==> src/rtl/fp32_maxmin_seq_pkg.sv <==
// rtl/fp32_maxmin_seq_pkg.sv - shared constants, state encoding and FP32 helpers
package fp32_maxmin_seq_pkg;

   localparam int FP_W     = 32;
   localparam int FP_EXP_W = 8;
   localparam int FP_MAN_W = 23;

   localparam logic [2:0] OP_GTE = 3'd0;
   localparam logic [2:0] OP_GT  = 3'd1;
   localparam logic [2:0] OP_EQ  = 3'd2;
   localparam logic [2:0] OP_LT  = 3'd3;
   localparam logic [2:0] OP_LTE = 3'd4;

   localparam logic [FP_W-1:0] QNAN = 32'hFFFF_FFFF;

   typedef enum logic [2:0] {
      ST_IDLE  = 3'd0,
      ST_FIRST = 3'd1,
      ST_NEXT  = 3'd2,
      ST_CMP   = 3'd3,
      ST_DONE  = 3'd4
   } state_t;

   function automatic logic is_nan(input logic [FP_W-1:0] x);
      return (x[FP_W-2 -: FP_EXP_W] == '1) && (x[FP_MAN_W-1:0] != '0);
   endfunction

   // Maps FP32 onto an unsigned key whose integer order is the float order (-0 sorts below +0).
   function automatic logic [FP_W-1:0] order_key(input logic [FP_W-1:0] x);
      return x[FP_W-1] ? ~x : {1'b1, x[FP_W-2:0]};
   endfunction

endpackage

==> src/rtl/fp32_cmp.sv <==
// rtl/fp32_cmp.sv - registered FP32 comparator; result valid the cycle after i_valid
module fp32_cmp
   import fp32_maxmin_seq_pkg::*;
(
   input  logic            clk,
   input  logic            rstn,
   input  logic            i_valid,
   input  logic [FP_W-1:0] i_a,
   input  logic [FP_W-1:0] i_b,
   input  logic [2:0]      i_op,
   output logic            o_result,
   output logic            o_nan_err
);

   logic [FP_W-1:0] key_a;
   logic [FP_W-1:0] key_b;
   logic            res_d;
   logic            res_q;
   logic            nan_d;
   logic            nan_q;

   always_comb begin
      key_a = order_key(i_a);
      key_b = order_key(i_b);
      nan_d = is_nan(i_a) || is_nan(i_b);
      res_d = 1'b0;
      case (i_op)
         OP_GTE:  res_d = key_a >= key_b;
         OP_GT:   res_d = key_a >  key_b;
         OP_EQ:   res_d = key_a == key_b;
         OP_LT:   res_d = key_a <  key_b;
         OP_LTE:  res_d = key_a <= key_b;
         default: res_d = 1'b0;
      endcase
      if (nan_d) res_d = 1'b0;
   end

   always_ff @(posedge clk or negedge rstn) begin
      if (!rstn) begin
         res_q <= 1'b0;
         nan_q <= 1'b0;
      end else if (i_valid) begin
         res_q <= res_d;
         nan_q <= nan_d;
      end
   end

   assign o_result  = res_q;
   assign o_nan_err = nan_q;

endmodule

==> src/rtl/fp32_maxmin_seq.sv <==
// rtl/fp32_maxmin_seq.sv - streaming FP32 argmax/argmin reducer around one fp32_cmp
module fp32_maxmin_seq
   import fp32_maxmin_seq_pkg::*;
#(
   parameter int LEN_W = 16
)(
   input  logic             clk,
   input  logic             rst,
   input  logic             i_start,
   input  logic             i_mode,
   input  logic [LEN_W-1:0] i_len,
   input  logic             i_valid,
   input  logic [31:0]      i_data,
   output logic             o_ready,
   output logic             o_busy,
   output logic             o_done,
   output logic [31:0]      o_result,
   output logic [LEN_W-1:0] o_index,
   output logic             o_nan_err
);

   state_t           state_q, state_d;
   logic             mode_q, mode_d;
   logic [LEN_W-1:0] len_q, len_d;
   logic [LEN_W-1:0] count_q, count_d;
   logic [LEN_W-1:0] idx_q, idx_d;
   logic [LEN_W-1:0] count_inc;
   logic [31:0]      acc_q, acc_d;
   logic [31:0]      elem_q, elem_d;
   logic             nan_q, nan_d;

   logic             cmp_rstn;
   logic             cmp_valid;
   logic [2:0]       cmp_op;
   logic             cmp_res;
   logic             cmp_nan;

   assign cmp_rstn  = ~rst;
   assign count_inc = count_q + LEN_W'(1);

   fp32_cmp u_cmp (
      .clk       (clk),
      .rstn      (cmp_rstn),
      .i_valid   (cmp_valid),
      .i_a       (i_data),
      .i_b       (acc_q),
      .i_op      (cmp_op),
      .o_result  (cmp_res),
      .o_nan_err (cmp_nan)
   );

   always_ff @(posedge clk or posedge rst) begin
      if (rst) state_q <= ST_IDLE;
      else     state_q <= state_d;
   end

   always_ff @(posedge clk or posedge rst) begin
      if (rst) begin
         mode_q  <= 1'b0;
         len_q   <= '0;
         count_q <= '0;
         idx_q   <= '0;
         acc_q   <= '0;
         elem_q  <= '0;
         nan_q   <= 1'b0;
      end else begin
         mode_q  <= mode_d;
         len_q   <= len_d;
         count_q <= count_d;
         idx_q   <= idx_d;
         acc_q   <= acc_d;
         elem_q  <= elem_d;
         nan_q   <= nan_d;
      end
   end

   // o_ready is a pure function of state, so i_valid alone marks a handshake in FIRST/NEXT.
   always_comb begin
      state_d   = state_q;
      mode_d    = mode_q;
      len_d     = len_q;
      count_d   = count_q;
      idx_d     = idx_q;
      acc_d     = acc_q;
      elem_d    = elem_q;
      nan_d     = nan_q;
      cmp_valid = 1'b0;
      cmp_op    = mode_q ? OP_LT : OP_GT;
      case (state_q)
         ST_IDLE: begin
            if (i_start) begin
               mode_d  = i_mode;
               len_d   = i_len;
               count_d = '0;
               idx_d   = '0;
               acc_d   = '0;
               nan_d   = 1'b0;
               state_d = (i_len == '0) ? ST_DONE : ST_FIRST;
            end
         end
         ST_FIRST: begin
            if (i_valid) begin
               acc_d   = i_data;
               idx_d   = '0;
               count_d = LEN_W'(1);
               if (is_nan(i_data)) nan_d = 1'b1;
               state_d = (len_q == LEN_W'(1)) ? ST_DONE : ST_NEXT;
            end
         end
         ST_NEXT: begin
            if (i_valid) begin
               cmp_valid = 1'b1;
               elem_d    = i_data;
               state_d   = ST_CMP;
            end
         end
         ST_CMP: begin
            if (cmp_nan) begin
               nan_d = 1'b1;
            end else if (cmp_res) begin
               acc_d = elem_q;
               idx_d = count_q;
            end
            count_d = count_inc;
            state_d = (count_inc == len_q) ? ST_DONE : ST_NEXT;
         end
         ST_DONE:  state_d = ST_IDLE;
         default:  state_d = ST_IDLE;
      endcase
   end

   always_comb begin
      o_ready   = (state_q == ST_FIRST) || (state_q == ST_NEXT);
      o_busy    = (state_q != ST_IDLE);
      o_done    = (state_q == ST_DONE);
      o_result  = nan_q ? QNAN : acc_q;
      o_index   = idx_q;
      o_nan_err = nan_q;
   end

endmodule

==> config.mk <==
export PLATFORM = sky130hd
export DESIGN_NAME = fp32_maxmin_seq
export DESIGN_NICKNAME = d
export VERILOG_FILES = /design/src/rtl/fp32_maxmin_seq_pkg.sv /design/src/rtl/fp32_cmp.sv /design/src/rtl/fp32_maxmin_seq.sv
export SDC_FILE = /design/constraint.sdc
export NUM_CORES = 1
export LEC_CHECK = 0
export CAP_MARGIN = 30
export CORE_ASPECT_RATIO = 1.2
export CORE_MARGIN = 3
export CORE_UTILIZATION = 57
export CTS_BUF_LIST = sky130_fd_sc_hd__clkbuf_4
export DETAILED_ROUTE_END_ITERATION = 16
export GPL_ROUTABILITY_DRIVEN = 0
export PLACE_DENSITY = 0.83
export SLEW_MARGIN = 20
export SYNTH_ARGS = -nofsm -noshare
export SYNTH_HDL_FRONTEND = slang
export SYNTH_SLANG_ARGS = --single-unit
export TNS_END_PERCENT = 20
==> constraint.sdc <==
create_clock -name clk -period 4.8 [get_ports clk]
set_input_delay 0.96 -clock clk [delete_from_list [all_inputs] [get_ports clk]]
set_output_delay 0.96 -clock clk [all_outputs]
set_load 0.02 [all_outputs]
==> out/metrics.sh <==
REPORT.FINAL.SLEW_VIOL_COUNT=0
CRITPATHBUFINV=1
LAYOUT_COMMON_CELLS='sky130_fd_sc_hd__dfrtp_1 (119), sky130_fd_sc_hd__clkdlybuf4s50_1 (103), sky130_fd_sc_hd__nor2_1 (86)'
CLK-INSERTION-DELAY-LATE_PS=560
SYNTH_FLOP_CELL='sky130_fd_sc_hd__dfrtp_1'
GRT_MAX_DEGREE=73
FINAL_AREA_MM2=0.00848
CORE_REGION_AREA_MM2=0.0118
CLKPWRFRAC_PCT=14.1
FINAL_LAYOUT_SIZE_SUFFIX_GT1_SHARE_PCT=15.2
CRITICAL_PATH_CLASS='flip-flop to flip-flop'
ROUTED_WL_UM=19000
SYN-CELL-AREA_MM2=0.00700
WORST_PATH_LARGEST_CELL_DELAY_PS=950
TIMING_WORST_SLEW_PIN_VALUE_PS=959
INITIAL_UTILIZATION_PCT=59.4
FP.DIEH_UM=127
VIA_COUNT=5957
FINALWORSTPATHREQUIREDPERIOD_PS=3370
CLASS_OF_THE_TIGHTEST_HOLD_OR_REMOVAL_CHECK='flip-flop to flip-flop'
COUNT_OF_FLIP_FLOPS_WITH_A_BUILT_IN_ENABLE_AFTER_SYNTHESIS=0
MEAN_ROUTED_WIRELENGTH_PER_CELL_UM=20.0
NETLIST-CELL-TYPE-COUNT=55
FINALSETUPTNS_PS=0
YS_SEQ_ELEMENTS=119
CTS-ROOT-BUF='sky130_fd_sc_hd__clkbuf_4'
YOSYSWARNINGCOUNT=0
WORSTPATHCELLLIST='buf_4 > xnor2_1 > ha_1 > a21oi_1 > nand2_1 > a221oi_1 > o2111ai_1 > a211oi_1 > mux2i_1 > o22ai_1'
FIRST_GLOBAL_VIAS=6141
IO_BUFFERS=104
SYNTHTOLAYOUTAREAGROWTH_PCT=21.2
FIRST_ITER_VIOLATIONS=334
GRT_USE_MET3_PCT=5.96
DETAIL-ROUTE-ANTENNA-NETS=0
TIMING_HOLD_VIOLATIONS_FINAL=0
TOP_LEVEL_PORTS=105
DRT_PASS1_ITERATIONS=5
SYN-INSTANCE-COUNT=688
DESIGN.DIE.AREA_MM2=0.0137
SYNTH_TOP_CELL_AREA_SHARE_PCT=42.5
FIN_TOTAL_PWR_mW=5.17
DP.FINAL_HPWL_UM=13500
TIMING.CRITICAL_PATH.TO_TYPE='flip-flop'
STARTPOINT_TYPE='flip-flop'
MAXCLOCKFREQUENCY_MHz=297
DETAIL_ROUTE.DRC_VIOLATIONS=0
TIMING.CRITICAL_PATH.ARRIVAL_PS=3800
MAX_CAP_VIOLATIONS=0
SYNTH_AREA_LEADER_CELL='sky130_fd_sc_hd__dfrtp_1'
CLK_PIN_SLEW_PS=100
CTS.PATH.MAX_BUFFERS=2
REPORT.FINAL.SETUP_VIOL=0
MAX-VDD-IR-DROP_mV=0.289
HOLDWS_PS=503
FLOORPLAN.ROWS=43
LAYOUT_COMMONEST_CELL='sky130_fd_sc_hd__dfrtp_1'
VIAS_PER_CELL=6.26
GRT_FIRST_PASS_WIRELENGTH_UM=31100
GRT_ANTENNA_BEFORE_REPAIR=1
GRT_USE_TOTAL_PCT=28.9
YOSYSSEQAREASHARE_PCT=42.5
CRIT_FANOUT=18
LAYOUT_WORST_PATH_CYCLE_SHARE_PCT=70.1
PLACE_WORST_SETUP_SLACK_PS=1200
BUSIEST_GRT_LAYER='met2'
CTS-BUFFERS-INSERTED=17
CELLLEAKAGEPOWER_nW=3.48
SYN-MEAN-INSTANCE-AREA_UM2=10.2
SYN_NETS=774
FINAL_NET_COUNT=868
POSTCTSSETUPREPAIRBUFS=0
MET1_USAGE_PCT=33.5
FLOORPLAN.DIE.WIDTH_UM=107
MAXSLEWHEADROOM_PCT=35.9
P_SEQ_SHARE_PCT=36.3
CTS_HOLD_REPAIR.BUFFERS=0
RSZ_0062_RAISED_AFTER_GLOBAL_ROUTING='false'
MET2_USAGE_PCT=50.0
SWITCHING_SHARE_PCT=42.1
ASYNC_FLOP_SHARE_PCT=100
CELLPOWERDENSITY_mW_PER_MM2=609
DETAILED_PLACE.AREA_MM2=0.00818
FINCLKSKEW_PS=14.4
GR-TOTAL-OVERFLOW=0
TRITONCTS='yes'
POST_CTS.RESIZED_INSTANCES=0
POWER_REPORT.INTERNAL_TOTAL_mW=2.99
CRITICAL-PATH-SLOWEST-CELL='sky130_fd_sc_hd__dfrtp_1'
STATUS='completed'
SWITCHING_POWER_mW=2.18
CTS_NUM_SINKS=119
COMB_POWER_SHARE_PCT=49.6
WORST_PATH_SETUP_SLACK_AFTER_ROUTING_PS=1430
CTS.HTREE.LEVELS=4
WORST_PATH_DOMINANT_CELL_FAMILY='compound AO/OA/AOI/OAI gates'
POST_SYNTH_MAIN_AREA_CONTRIBUTORS='sky130_fd_sc_hd__dfrtp_1 (43%), sky130_fd_sc_hd__ha_1 (5.9%), sky130_fd_sc_hd__xnor2_1 (5.9%)'
TIMING.CRITICAL_PATH.REQUIRED_PS=5240
registers in the layout, summed over array words and instances (netlist names), 3 cells and up:
name / cells
elem_q: 32
count_q: 16
len_q: 16
acc_q: 32
o_index: 16
state_q: 3
power by group through the flow:
stage | clock [mW] | combinational, mW | sequential [mW]
after detailed placement | 0 | 2.53 | 1.89
after floorplan | 0 | 1.88 | 1.70
after CTS | 0.736 | 2.55 | 1.87
after global routing | 0.776 | 2.81 | 1.94
final | 0.727 | 2.56 | 1.88
after global placement | 0 | 2.38 | 1.86
kinds of logic (layout without fill, tap and decap cells):
| family | count (synthesis) | after routing | share of synthesized area, % |
|---|---|---|---|
| simple gates | 222 | 222 | 16.7 |
| compound gates | 132 | 132 | 13.6 |
| flops | 119 | 119 | 42.5 |
| xor+xnor | 84 | 84 | 10.5 |
| mux | 50 | 50 | 8.03 |
| buf+inv | 48 | 154 | 2.73 |
| fa+ha+maj | 33 | 33 | 5.90 |
| other cells | 0 | 1 | 0 |
stage by stage:
stage                     std cells  utilization, %
after detailed placement        919            69.4
after floorplan                 688               -
after CTS                       950            71.8
after global routing            952            72.0
final                           952            72.0
after global placement          918            69.3
routing by layer:
metal / part of all wire (%) / up-vias / wire length (um)
li1: - / 2695 / -
met1: 38 / 2941 / 7150
met2: 52 / 262 / 9830
met3: 7.0 / 59 / 1340
met4: 3.8 / 0 / 728
met5: 0 / - / 0
Yosys cell counts, types with 3 or more instances:
cell type                  count
sky130_fd_sc_hd__dfrtp_1     119
sky130_fd_sc_hd__inv_1         6
sky130_fd_sc_hd__a22o_1       17
sky130_fd_sc_hd__o21ai_0      20
sky130_fd_sc_hd__buf_1         5
sky130_fd_sc_hd__xor2_1       37
sky130_fd_sc_hd__xnor2_1      47
sky130_fd_sc_hd__a21oi_1      24
sky130_fd_sc_hd__a31oi_1       3
sky130_fd_sc_hd__a21o_1        5
sky130_fd_sc_hd__or2_2        32
sky130_fd_sc_hd__buf_2         9
sky130_fd_sc_hd__nand2b_1      5
sky130_fd_sc_hd__ha_1         33
sky130_fd_sc_hd__nand2_1      20
sky130_fd_sc_hd__or3_1         3
sky130_fd_sc_hd__o31ai_1       4
sky130_fd_sc_hd__nor4_1       18
sky130_fd_sc_hd__nor2_1       87
sky130_fd_sc_hd__nor3_1        9
sky130_fd_sc_hd__a221o_1       3
sky130_fd_sc_hd__mux2_1       13
sky130_fd_sc_hd__a221oi_1     33
sky130_fd_sc_hd__nand3_1      11
sky130_fd_sc_hd__nand4_1      16
sky130_fd_sc_hd__clkbuf_1     27
sky130_fd_sc_hd__mux2_2       36
sky130_fd_sc_hd__and3_1        7
sky130_fd_sc_hd__a211oi_1      5
worst paths after layout:
| path | cells past startpoint | endpoint | startpoint | slack, ps |
|---|---|---|---|---|
| hold reg to reg | 1 | elem_q[2] | elem_q[2] | 500 |
| min in group asynchronous | 2 | acc_q[14] | rst | 680 |
| hold / removal | 1 | elem_q[2] | elem_q[2] | 500 |
| setup / recovery | 10 | u_cmp.o_result | acc_q[31] | 1430 |
| max in group asynchronous | 4 | elem_q[30] | rst | 3200 |
| setup reg to reg | 10 | u_cmp.o_result | acc_q[31] | 1430 |
layout make-up:
class                   count  area (um2)
inverters                   7        28.8
clock inverters            13         138
multi-input cells         521        3860
repair buffers            116        1150
clock buffers              18         135
well taps                 157         196
diodes                      1        2.50
flip-flops and latches    119        2980
fillers                   865        3300
Power figures use the tool's default switching activity.
